File: config.mk
export PLATFORM = sky130hd
export DESIGN_NAME = jogo_sequencia_param
export DESIGN_NICKNAME = d
export VERILOG_FILES = /design/src/rtl/jogo_sequencia_param.sv
export SDC_FILE = /design/constraint.sdc
export NUM_CORES = 1
export LEC_CHECK = 0
export CORE_MARGIN = 4
export CORE_UTILIZATION = 52
export DETAILED_ROUTE_END_ITERATION = 8
export PLACE_DENSITY = 0.79
export SETUP_SLACK_MARGIN = 0.15
export SLEW_MARGIN = 10
export SYNTH_ARGS = -nofsm -noshare
export SYNTH_HDL_FRONTEND = slang
export SYNTH_SLANG_ARGS = --single-unit
File: constraint.sdc
create_clock -name clock -period 2.02 [get_ports clock]
set_input_delay 0.303 -clock clock [delete_from_list [all_inputs] [get_ports clock]]
set_output_delay 0.303 -clock clock [all_outputs]
set_load 0.01 [all_outputs]
File: src/rtl/jogo_sequencia_param.sv
// rtl/jogo_sequencia_param.sv - memory-game top: FSM, position/round counters, play timer, play register
// Play edges come from the switch bank and are checked against a combinational-read sequence ROM.
module jogo_sequencia_param #(
  parameter int N_CHAVES = 4,
  parameter int ADDR_W   = 4,
  parameter int PROF     = 16,
  parameter int TIMEOUT  = 3000
) (
  input  logic                clock,
  input  logic                reset,
  input  logic                iniciar,
  input  logic [N_CHAVES-1:0] chaves,
  input  logic [N_CHAVES-1:0] dado_mem,
  output logic [ADDR_W-1:0]   endereco,
  output logic [ADDR_W-1:0]   rodada,
  output logic [N_CHAVES-1:0] leds,
  output logic                pronto,
  output logic                acertou,
  output logic                errou,
  output logic                timeout,
  output logic                db_igual,
  output logic                db_tem_jogada,
  output logic [3:0]          db_estado
);

  localparam int TIMER_W = (TIMEOUT > 2) ? $clog2(TIMEOUT) : 1;
  localparam logic [TIMER_W-1:0] TIMER_LIM   = TIMER_W'(TIMEOUT - 1);
  localparam logic [ADDR_W-1:0]  ULTIMA_RODADA = ADDR_W'(PROF - 1);

  typedef enum logic [3:0] {
    inicial     = 4'h0,
    preparacao  = 4'h1,
    espera      = 4'h2,
    compara     = 4'h4,
    prox_jogada = 4'h5,
    prox_rodada = 4'h6,
    fim_acerto  = 4'hA,
    fim_timeout = 4'hD,
    fim_erro    = 4'hE
  } estado_t;

  estado_t state, next_state;

  logic [ADDR_W-1:0]   posicao;
  logic [ADDR_W-1:0]   rodada_q;
  logic [N_CHAVES-1:0] jogada;
  logic [N_CHAVES-1:0] chaves_prev;
  logic [TIMER_W-1:0]  timer;

  logic jogada_feita;
  logic igual;
  logic fim_tempo;

  // Datapath controls produced by the FSM
  logic zera_tudo;
  logic carrega_jogada;
  logic zera_timer;
  logic conta_timer;
  logic inc_posicao;
  logic inc_rodada;

  assign jogada_feita = (chaves != '0) && (chaves_prev == '0);
  assign igual        = (jogada == dado_mem);
  assign fim_tempo    = (timer == TIMER_LIM);

  always_ff @(posedge clock or negedge reset) begin
    if (!reset) begin
      state <= inicial;
    end else begin
      state <= next_state;
    end
  end

  always_comb begin
    next_state     = state;
    zera_tudo      = 1'b0;
    carrega_jogada = 1'b0;
    zera_timer     = 1'b0;
    conta_timer    = 1'b0;
    inc_posicao    = 1'b0;
    inc_rodada     = 1'b0;
    case (state)
      inicial: begin
        if (iniciar) next_state = preparacao;
      end
      preparacao: begin
        zera_tudo  = 1'b1;
        next_state = espera;
      end
      espera: begin
        // A play arriving on the last timer cycle still counts
        if (jogada_feita) begin
          carrega_jogada = 1'b1;
          zera_timer     = 1'b1;
          next_state     = compara;
        end else if (fim_tempo) begin
          next_state = fim_timeout;
        end else begin
          conta_timer = 1'b1;
        end
      end
      compara: begin
        if (!igual)                      next_state = fim_erro;
        else if (posicao != rodada_q)    next_state = prox_jogada;
        else if (rodada_q == ULTIMA_RODADA) next_state = fim_acerto;
        else                             next_state = prox_rodada;
      end
      prox_jogada: begin
        inc_posicao = 1'b1;
        zera_timer  = 1'b1;
        next_state  = espera;
      end
      prox_rodada: begin
        inc_rodada = 1'b1;
        zera_timer = 1'b1;
        next_state = espera;
      end
      fim_acerto, fim_erro, fim_timeout: begin
        if (iniciar) next_state = preparacao;
      end
      default: next_state = inicial;
    endcase
  end

  always_ff @(posedge clock or negedge reset) begin
    if (!reset) begin
      posicao     <= '0;
      rodada_q    <= '0;
      jogada      <= '0;
      chaves_prev <= '0;
      timer       <= '0;
    end else begin
      chaves_prev <= chaves;
      if (zera_tudo) begin
        posicao  <= '0;
        rodada_q <= '0;
        jogada   <= '0;
        timer    <= '0;
      end else begin
        if (carrega_jogada) jogada <= chaves;
        if (zera_timer)       timer <= '0;
        else if (conta_timer) timer <= timer + 1'b1;
        if (inc_posicao) posicao <= posicao + 1'b1;
        if (inc_rodada) begin
          rodada_q <= rodada_q + 1'b1;
          posicao  <= '0;
        end
      end
    end
  end

  always_comb begin
    pronto  = 1'b0;
    acertou = 1'b0;
    errou   = 1'b0;
    timeout = 1'b0;
    case (state)
      fim_acerto: begin
        pronto  = 1'b1;
        acertou = 1'b1;
      end
      fim_erro: begin
        pronto = 1'b1;
        errou  = 1'b1;
      end
      fim_timeout: begin
        pronto  = 1'b1;
        errou   = 1'b1;
        timeout = 1'b1;
      end
      default: ;
    endcase
  end

  assign endereco      = posicao;
  assign rodada        = rodada_q;
  assign leds          = jogada;
  assign db_igual      = igual;
  assign db_tem_jogada = jogada_feita;
  assign db_estado     = state;

endmodule

== Yosys cells after proc, flatten, opt, wreduce, memory -nomap -nowiden ==
Cells that the tools add are included.

* Register bits: 32
* Bits of input ports: 11
* Output and inout bits: 22
* Word-level logic and storage cells: 67

* Add/subtract/negate cells: 3
* Equal/unequal tests: 14
* Muxes and demuxes: 30
* Reduce and logical (&&, ||, !) cells: 14

{| class="wikitable"
|+ Operators with widths
! operator !! number
|-
| $mux W4 || 13
|-
| $mux W12 || 3
|-
| $eq A4 B4 Y1 const B || 4
|-
| $pmux W4 S4 || 1
|-
| $add A12 B1 Y12 const B || 1
|-
| $eq A12 B12 Y1 const B || 1
|-
| $eq A4 B3 Y1 const B || 3
|-
| $mux W1 || 12
|-
| $add A4 B1 Y4 const B || 2
|-
| $logic_not A4 Y1 || 2
|-
| $reduce_bool A3 Y1 || 2
|-
| $reduce_or A3 Y1 || 2
|-
| $eq A4 B1 Y1 const B || 1
|-
| $eq A4 B2 Y1 const B || 1
|-
| $eq A4 B4 Y1 || 1
|-
| $ne A4 B4 Y1 || 1
|-
| $reduce_bool A2 Y1 || 2
|-
| $reduce_bool A4 Y1 || 1
|-
| $reduce_or A2 Y1 || 2
|-
| $reduce_or A4 Y1 || 1
|-
| $ne A3 B3 Y1 const B || 1
|-
| $ne A2 B1 Y1 const B || 1
|-
| $pmux W1 S2 || 1
|-
| $reduce_and A2 Y1 || 1
|-
| $logic_and A1 B1 Y1 || 1
|}

== Logic depth before layout (Yosys ltp) ==
Gate-level depths: netlist of the first run.

* Depth in word-level cells: 7
* Depth in mapped cells: 6
* Mapped depth without buffers: 6

== Worst setup path before layout of the first run ==
No wires, ideal clock.

* Path kind: register -> register
* Start point: register chaves_prev[1]
* End point: register timer[11]
* Setup time: 119 ps
* Arrival: 1699 ps
* Required time: 1901 ps
* Setup slack: 202 ps
* Cell stages (with the launch flop): 7
* Buffers on the path: 1
* Clock period less this slack: 1818 ps
* Path through: dfrtp_1 -> or4_4 -> nor2_1 -> o21ai_0 -> a21oi_2 -> buf_4 -> nor2_1

* Longest elaborated chain between the ends: 6
* Elaborated cells on any way between the ends: 9
* Those cells by class: 6 x mux; 3 x reduce/logical

{| class="wikitable"
|+ Ends and longest elaborated chain
! what !! line !! RTL
|-
| start, declared || 47 || <nowiki>logic [N_CHAVES-1:0] chaves_prev;</nowiki>
|-
| start signal, assigned || 133 || <nowiki>chaves_prev <= chaves;</nowiki>
|-
| $logic_not A4 Y1 * || 62 || <nowiki>assign jogada_feita = (chaves != '0) && (chaves_prev == '0);</nowiki>
|-
| $logic_and A1 B1 Y1 * || 62 ||
|-
| via db_tem_jogada || 22 || <nowiki>output logic db_tem_jogada,</nowiki>
|-
| $mux W1 || 92 || <nowiki>if (jogada_feita) begin</nowiki>
|-
| $pmux W1 S2 || 82 || <nowiki>case (state)</nowiki>
|-
| $mux W12 || 141 || <nowiki>if (zera_timer) timer <= '0;</nowiki>
|-
| $mux W12 || 134 || <nowiki>if (zera_tudo) begin</nowiki>
|-
| end signal, assigned || 142 || <nowiki>else if (conta_timer) timer <= timer + 1'b1;</nowiki>
|-
| end, declared || 48 || <nowiki>logic [TIMER_W-1:0] timer;</nowiki>
|}

The timed path passes the listed nets; every way through them passes the cells marked *.
A chain may end at the register's enable or synchronous reset.

== Worst setup path in the final report of the first run ==
* Start point: register state[0] (netlist: db_estado[0])
* End point: register timer[1]

* Longest elaborated chain between the ends: 5
* Elaborated cells on any way between the ends: 11
* Those cells by class: 4 x eq/ne; 5 x mux; 2 x reduce/logical

{| class="wikitable"
|+ Ends and longest elaborated chain
! what !! line !! RTL
|-
| start, declared || 42 || <nowiki>estado_t state, next_state;</nowiki>
|-
| start signal, assigned || 68 || <nowiki>state <= inicial;</nowiki>
|-
| start signal, assigned || 70 || <nowiki>state <= next_state;</nowiki>
|-
| $eq A4 B3 Y1 || 82 ||
|-
| $reduce_or A2 Y1 (no source line) || -- ||
|-
| $pmux W1 S2 || 82 ||
|-
| $mux W12 || 141 ||
|-
| $mux W12 || 134 ||
|}

Parallel ways exist; a longest one is shown, timed or not.

==> results of run 1 <==
==> cell type report <==
| type | count | area, um2 |
|---|---|---|
| multi-input combinational | 146 | 1100 |
| tap | 46 | 57.6 |
| clock buffer | 6 | 41.3 |
| sequential | 32 | 803 |
| timing repair buffer | 70 | 614 |
| fill | 215 | 694 |
| inverter | 11 | 41.3 |
| clock inverter | 2 | 35.0 |
==> how the worst max path moves through the flow <==
stage,to,cells past startpoint
3_5_place_dp,db_igual,5
2_1_floorplan,timer[11],6
6_report,timer[1],8
4_1_cts,db_estado[2],6
5_1_grt,db_estado[2],6
3_3_place_gp,db_igual,5
==> cells in the mapped netlist, drive strengths merged, types with 2 or more instances <==
cell type	count
o21a	2
o41ai	2
and3	3
nor3	8
nand2b	4
o21ai	13
nor3b	2
o22a	2
a22o	7
clkbuf	3
inv	11
a21o	3
xor2	6
nand2	9
ha	3
a31oi	2
nand3	10
dfrtp	32
a21oi	9
buf	5
xnor2	13
nor4	6
nor2	26
==> cell usage in the layout, fill, tap and decap left out, drive strengths merged, types with 4 or more instances in the layout <==
cell type,count
xnor2,13
a21oi,9
nand2b,4
nor4,6
dfrtp,32
inv,11
buf,40
xor2,6
o21ai,13
a22o,7
nand3,10
clkdlybuf4s50,24
nor3,8
clkbuf,7
nor2,26
nand2,9
==> metrics by stage <==
stage                     TNS [ps]  worst slack, ps  hold WS (ps)
after CTS                        0              107           354
after floorplan                  0              202          7.41
final                            0             59.6           351
after global routing         -37.6            -26.6           378
after global placement       -1400             -192           529
after detailed placement     -2030             -219           534
==> power groups by stage <==
stage               Combinational [uW]  Clock [uW]  Sequential (uW)
finish                            1600         492              903
global route                      1710         521              913
CTS                               1410         497              887
detailed placement                1240           0              906
global placement                  1220           0              902
floorplan                          709           0              890
==> per-layer routing <==
layer / vias up / global-route usage, %
met3: 16 / 6.16
met5: - / 0
met1: 909 / 30.4
met4: 0 / 9.37
li1: 841 / -
met2: 92 / 37.8
==> worst max-delay path: stages, from the launching register on <==
cell and delay [ps]:
dfrtp_2 440, buf_6 140, nor4b_4 400, o21ai_4 140, buf_4 160, buf_6 120, nor2_2 180, nand2_1 110
a21oi_1 200
==> what timing repair did <==
| item | in CTS | in global routing |
|---|---|---|
| gates resized for setup | 35 | 20 |
| setup buffers | 6 | 6 |
| pin swaps | 5 | 10 |
| endpoints found under the setup margin | 11 | 21 |
==> sequential cells by signal (all words and copies together) (netlist names) <==
name / flops
chaves_prev: 4
leds: 4
endereco: 4
timer: 12
rodada: 4
db_estado: 4
==> logic make-up after synthesis <==
| family | count (synthesis) |
|---|---|
| simple gates | 75 |
| mux | 1 |
| fa+ha+maj | 3 |
| xor+xnor | 19 |
| compound gates | 48 |
| flops | 32 |
| buf+inv | 19 |
==> impl_metrics.json, run 1 <==
{
  "portBuffers": 32,
  "final_core_util_pct": 79.5,
  "slew_headroom_pct": 71.9,
  "routedLengthMet1_um": 2450,
  "hold_class": "in -> async",
  "n_antenna_cell": 0,
  "worstSkewPairLatency_ps": 350,
  "die_w_um": 67.5,
  "yosys.area_share.simple_pct": 21.6,
  "antenna_found_initial": 0,
  "pin_count": 33,
  "synth-edff-count": 0,
  "startpoint_type": "register",
  "critPathRequiredTime_ps": 2290,
  "coreArea_mm2": 0.00339,
  "pwr-share-seq_pct": 30.1,
  "synth_compound_area_share_pct": 19.1,
  "cts_sinks": 32,
  "syn_inst": 197,
  "status": "finished clean",
  "final_cells": 313,
  "p_leak_uw": 0.00122,
  "p_per_area_mw_per_mm2": 1110,
  "synth_flop_cell": "dfrtp_1",
  "synth_adder_area_share_pct": 2.04,
  "start_util_pct": 54.4,
  "root_buffer": "clkbuf_4",
  "grt_pass1_vias": 1781,
  "via_per_inst": 5.94,
  "yosys.area.top_type": "dfrtp_1",
  "min_period_ps": 1960,
  "core.rowCount": 21,
  "avgSynthCellArea_um2": 9.36,
  "drcViolationCount": 0,
  "die_area_mm2": 0.00456,
  "placed_area_mm2": 0.00238,
  "top_layer": "met4",
  "max_freq_mhz": 510,
  "cts_buffer_depth": 2,
  "h-tree-depth": 2,
  "rr_endpoint": "timer[1]",
  "nets": 280,
  "via_count": 1858,
  "ant_nets": 0,
  "setup_viol": 0,
  "crit_fanout": 5,
  "ys_seq_elements": 32,
  "drv_slew": 0,
  "wire_per_inst_um": 17.9,
  "synth_nets": 211,
  "drtPass1Iterations": 4,
  "grt_max_degree": 33,
  "ys_seq_area_share_pct": 43.4,
  "r2r_setup_slack_ps": 60,
  "synth_top_family_by_area": "simple AND/OR/NAND/NOR gates",
  "wl_met2_um": 2660,
  "total_power_uw": 3000,
  "synth_cell_types": 46,
  "grt_pass1_wl_um": 7940,
  "placed_cells": 293,
  "cts_tree": "built",
  "finalHoldViolCount": 0,
  "area_growth_pct": 46.2,
  "r2r_cells": 8,
  "cp-startpoint": "db_estado[0]",
  "clkPwrFrac_pct": 16.4,
  "synth.area.top_cells": "dfrtp_1 (43%), xnor2_1 (6.2%), nor2_1 (5.3%)",
  "dpl.hpwl_um": 3290,
  "rsz0062_at_grt": "yes",
  "synth_xor_area_share_pct": 9.03,
  "design_area_mm2": 0.00270,
  "synth_top_cell_area_share_pct": 43.4,
  "muxShareOfSynthArea_pct": 0.543,
  "p_comb_share_pct": 53.4,
  "synthArstFlopShare_pct": 100,
  "arrival_ps": 2230,
  "intPower_uw": 1810,
  "r2r_start": "db_estado[0]",
  "routabilityCongestion": 0.816,
  "cts_hold_buf": 0,
  "critPathKind": "reg -> reg",
  "grt_use_total_pct": 23.6,
  "cts-buffers-inserted": 5,
  "p_sw_share_pct": 39.5,
  "clk_pin_slew_ps": 100,
  "maxCapViolations": 0,
  "syn-cell-area_mm2": 0.00184,
  "wl_met3_um": 336,
  "drive_gt1_share_pct": 29.6,
  "grt_overflow": 0,
  "cp-end-kind": "register",
  "yosysWarnings": 0,
  "period_share_pct": 97.1,
  "peakVddDrop_uv": 540,
  "routed_wl_um": 5620,
  "fin_skew_ps": 7.95,
  "drt_iter0_markers": 208,
  "die_h_um": 67.5,
  "tightest_slew_ps": 422,
  "switchingPower_uw": 1180
}
(Power assumes the default switching activity.)
==> run 2: changes to the inputs <==
--- a/config.mk
+++ b/config.mk
@@ -5,10 +5,11 @@
 export SDC_FILE = /design/constraint.sdc
 export NUM_CORES = 1
 export LEC_CHECK = 0
-export CORE_MARGIN = 4
+export CORE_MARGIN = 10
 export CORE_UTILIZATION = 52
 export DETAILED_ROUTE_END_ITERATION = 8
 export PLACE_DENSITY = 0.79
+export REMOVE_ABC_BUFFERS = 1
 export SETUP_SLACK_MARGIN = 0.15
 export SLEW_MARGIN = 10
 export SYNTH_ARGS = -nofsm -noshare
==> run 2 against run 1 <==
Effect of this change: routed wire length is 8.3% lower; power shrank 6.6%; flip-flop and latch count unchanged; combinational power down 6%; global-route usage down 8.5 points; non-clock buffer count unchanged; die area grew 39%; critical endpoint is now timer[11]; via count decreased by 4.1%; sequential power shrank 1%; clock skew is 6.1 ps higher; clock power down 19%.
==> impl_metrics.json, run 2 (synthesized netlist as in run 1, its figures left out) <==
{
  "status": "finished clean",
  "wire_per_inst_um": 16.5,
  "placed_cells": 291,
  "clkPwrFrac_pct": 14.2,
  "die_w_um": 79.5,
  "critPathRequiredTime_ps": 2260,
  "rsz0062_at_grt": "yes",
  "cp-end-kind": "register",
  "cts_sinks": 32,
  "grt_pass1_wl_um": 7820,
  "p_sw_share_pct": 38.9,
  "nets": 280,
  "rr_endpoint": "timer[11]",
  "cpPeakStageDelay_ps": 440,
  "start_util_pct": 54.4,
  "critPathKind": "reg -> reg",
  "cp.depth": 7,
  "path_cells": "buf_6, nor4b_4, o211ai_1, buf_4, nor4_2, xnor2_1, nor2_1",
  "p_per_area_mw_per_mm2": 1070,
  "peakVddDrop_uv": 703,
  "tightest_slew_ps": 410,
  "dpl.hpwl_um": 3300,
  "r2r_start": "db_estado[0]",
  "intPower_uw": 1710,
  "pin_count": 33,
  "final_cells": 313,
  "r2r_setup_slack_ps": 60,
  "endpoint": "timer[11]",
  "drtPass1Iterations": 4,
  "root_buffer": "clkbuf_4",
  "grt_use_total_pct": 15.1,
  "worstSkewPairLatency_ps": 340,
  "slowest_stage": "dfrtp_2",
  "cts_buffer_depth": 2,
  "die_h_um": 79.5,
  "via_count": 1781,
  "portBuffers": 32,
  "grt_overflow": 0,
  "cts_tree": "built",
  "clk_pin_slew_ps": 110,
  "finalHoldViolCount": 0,
  "regMostFlops": "timer",
  "r2r_cells": 7,
  "period_share_pct": 97.0,
  "grt_max_degree": 33,
  "drive_gt1_share_pct": 29.2,
  "drv_slew": 0,
  "ant_nets": 0,
  "antenna_found_initial": 0,
  "crit_fanout": 5,
  "p_leak_uw": 0.00119,
  "coreArea_mm2": 0.00339,
  "mostFrequentLayoutCells": "buf_4 (36), dfrtp_1 (28), clkdlybuf4s50_1 (25)",
  "cp_top_family": "simple AND/OR/NAND/NOR gates",
  "hold_class": "in -> async",
  "max_freq_mhz": 511,
  "pwr-share-seq_pct": 31.8,
  "grt_pass1_vias": 1689,
  "core.rowCount": 21,
  "final_common_cell": "buf_4",
  "slew_headroom_pct": 72.6,
  "routabilityCongestion": 0.827,
  "routed_wl_um": 5150,
  "switchingPower_uw": 1090,
  "cts-buffers-inserted": 5,
  "n_antenna_cell": 0,
  "largest_reg_flops": 12,
  "area_growth_pct": 42.4,
  "crit_buf_inv": 2,
  "cts_hold_buf": 0,
  "min_period_ps": 1960,
  "drt_iter0_markers": 103,
  "arrival_ps": 2200,
  "startpoint_type": "register",
  "die_area_mm2": 0.00633,
  "preCtsSetupSlack_ps": -234,
  "via_per_inst": 5.69,
  "setup_viol": 0,
  "p_comb_share_pct": 54.0,
  "drcViolationCount": 0,
  "cp-startpoint": "db_estado[0]",
  "fin_ws_ps": 61.5,
  "holdWs_ps": 339,
  "h-tree-depth": 2,
  "maxCapViolations": 0,
  "fin_skew_ps": 14.1
}
## run 2: changes by cell type in the layout (fill, tap and decap cells not counted), moves of 2 or more
cell,delta
nor4_4,-3
nor3_1,+2
buf_6,-5
buf_2,+2
nor4_2,+3
nor3_2,-2
dfrtp_1,-2
dfrtp_2,+2
buf_4,+3
dlygate4sd2_1,-2
## run 2: final cells by class
class	count	area (um2)
clock inverters	1	7.51
repair buffers	70	609
inverters	11	41.3
clock buffers	7	55.1
flip-flops and latches	32	806
multi-input cells	146	1050
well taps	46	57.6
fillers	221	766
## run 2: how the worst min path moves through the flow
stage	end
after floorplan	chaves_prev[0]
after global placement	timer[11]
after detailed placement	timer[9]
after CTS	leds[3]
after global routing	leds[0]
final	timer[8]
## run 2: stage by stage
stage | setup TNS (ps) | cell area [um2] | util, % | total power (uW)
finish | 0 | 2620 | 77.4 | 2800
global route | -37.8 | 2620 | 77.4 | 2960
floorplan | 0 | 1810 | - | 1550
detailed placement | -667 | 2380 | 70.1 | 2150
CTS | 0 | 2520 | 74.2 | 2660
global placement | -414 | 2380 | 70.1 | 2130
## run 2: power groups by stage
| stage | logic, uW | registers [uW] | clock network [uW] |
|---|---|---|---|
| 4_1_cts | 1370 | 886 | 403 |
| 2_1_floorplan | 565 | 983 | 0 |
| 5_1_grt | 1630 | 905 | 429 |
| 3_5_place_dp | 1240 | 910 | 0 |
| 6_report | 1510 | 890 | 398 |
| 3_3_place_gp | 1220 | 911 | 0 |
## run 2: per-layer routing
metal | vias to the layer above | GRT usage, % | wire, um
met5 | - | 0 | 0
met4 | 0 | 5.38 | 108
met3 | 15 | 4.28 | 385
met2 | 68 | 23.5 | 2440
met1 | 853 | 19.4 | 2220
li1 | 845 | - | -
## run 2: timing repair
action | in CTS | in global routing
gates resized for setup | 29 | 15
setup endpoints to repair | 9 | 20
buffers inserted | 7 | 7
pin swaps | 2 | 8
==> run 3: changes to the inputs <==
--- a/config.mk
+++ b/config.mk
@@ -10,7 +10,6 @@
 export DETAILED_ROUTE_END_ITERATION = 8
 export PLACE_DENSITY = 0.79
 export REMOVE_ABC_BUFFERS = 1
-export SETUP_SLACK_MARGIN = 0.15
 export SLEW_MARGIN = 10
 export SYNTH_ARGS = -nofsm -noshare
 export SYNTH_HDL_FRONTEND = slang
==> run 3 against run 2 <==
Effect of this change: flip-flop and latch count is the same; core utilization fell by 3.3 points; clock skew down 2.4 ps; global-route usage decreased by 0.49 points; register-to-register slack improved by 40 ps; cell area down 4.2%.
==> impl_metrics.json, run 3 (synthesized netlist as in run 1, its figures left out) <==
{
  "drtPass1Iterations": 4,
  "slew_headroom_pct": 72.7,
  "clk_pin_slew_ps": 100,
  "setup_viol": 0,
  "area_growth_pct": 36.3,
  "coreArea_mm2": 0.00339,
  "via_count": 1678,
  "drv_slew": 0,
  "arrival_ps": 1680,
  "cts_tree": "built",
  "seqCellArea_um2": 806,
  "status": "finished clean",
  "grt_overflow": 0,
  "root_buffer": "clkbuf_4",
  "crit_fanout": 2,
  "fin_ws_ps": 33.8,
  "design_area_mm2": 0.00251,
  "die_area_mm2": 0.00633,
  "final_cells": 304,
  "largest_reg_flops": 12,
  "pin_count": 33,
  "worstSkewPairLatency_ps": 330,
  "ant_nets": 0,
  "period_share_pct": 98.3,
  "core.rowCount": 21,
  "multi_input_area_um2": 990,
  "mostFrequentLayoutCells": "dfrtp_1 (28), buf_4 (27), clkdlybuf4s50_1 (26)",
  "critPathRequiredTime_ps": 1720,
  "drive_gt1_share_pct": 22.5,
  "wire_per_inst_um": 14.7,
  "cts_buffer_depth": 2,
  "maxCapViolations": 0,
  "finalHoldViolCount": 0,
  "regMostFlops": "timer",
  "final_common_cell": "dfrtp_1",
  "cts-buffers-inserted": 5,
  "cp-end-kind": "output pin",
  "grt_pass1_wl_um": 7610,
  "die_h_um": 79.5,
  "rsz0062_at_grt": "yes",
  "startpoint_type": "register",
  "total_power_uw": 2650,
  "drt_iter0_markers": 94,
  "grt_pass1_vias": 1649,
  "die_w_um": 79.5,
  "routed_wl_um": 4480,
  "max_freq_mhz": 503,
  "routabilityCongestion": 0.827,
  "cts_sinks": 32,
  "nets": 271,
  "placed_area_mm2": 0.00238,
  "preCtsSetupSlack_ps": -234,
  "p_per_area_mw_per_mm2": 1050,
  "start_util_pct": 54.4,
  "cts_hold_buf": 0,
  "tightest_slew_ps": 410,
  "n_antenna_cell": 0,
  "critPathKind": "reg -> out",
  "grt_use_total_pct": 14.6,
  "placed_cells": 291,
  "antenna_found_initial": 0,
  "via_per_inst": 5.52,
  "min_period_ps": 1990,
  "dpl.hpwl_um": 3300,
  "portBuffers": 32,
  "hold_class": "in -> async",
  "h-tree-depth": 2,
  "fillers": 245,
  "peakVddDrop_uv": 625,
  "drcViolationCount": 0,
  "fin_skew_ps": 11.7,
  "setup_tns_ps": 0,
  "p_leak_uw": 0.00115,
  "grt_max_degree": 33
}
run 3: per-stage QoR:
stage	utilization (%)	hold WS (ps)
6_report	74.1	348
3_3_place_gp	70.1	524
2_1_floorplan	-	7.41
3_5_place_dp	70.1	538
4_1_cts	73.1	353
5_1_grt	74.1	375
run 3: layer usage:
metal  part of all wire, %  GRT usage (%)  wire length [um]  vias to the layer above
li1                      -              -                 -                      828
met1                    47           19.1              2090                      798
met2                    45           22.2              2030                       45
met3                   6.5           4.17               293                        7
met4                   1.4           5.38                62                        0
met5                     0              0                 0                        -
run 3: worst paths after layout:
check | start | endpoint | slack (ps) | cells after the start
min | reset | timer[8] | 350 | 2
min in group clock | chaves[1] | chaves_prev[1] | 550 | 2
max in group asynchronous | reset | db_estado[3] | 1340 | 2
max | leds[0] | db_igual | 30 | 4
min reg2reg | timer[11] | timer[11] | 550 | 2
max reg2reg | chaves_prev[1] | db_estado[3] | 100 | 6
run 3: report_power, final:
group | switching, uW | leakage (uW) | internal (uW)
clock | 222 | 0.0000315 | 170
sequential | 153 | 0.000424 | 750
combinational | 638 | 0.000691 | 717
run 3: worst max-delay path: stages (launching register included):
cell,delay (ps)
dfrtp_1,420
xor2_1,170
nor4_2,320
buf_4,170
dlygate4sd2_1,270
run 3: final cells by class:
cell class / instances / share of cell area [%]
well taps: 46 / 2.29
clock buffers: 7 / 2.19
inverters: 11 / 1.64
repair buffers: 61 / 22.1
clock inverters: 1 / 0.299
multi-input cells: 146 / 39.4
flip-flops and latches: 32 / 32.1
run 3: what timing repair did:
item | CTS | global route
endpoints found under the hold margin | 0 | 0
resized for setup | 15 | 5
buffers inserted | 3 | 2
pin swaps | 1 | 0
endpoints found under the setup margin | 6 | 4
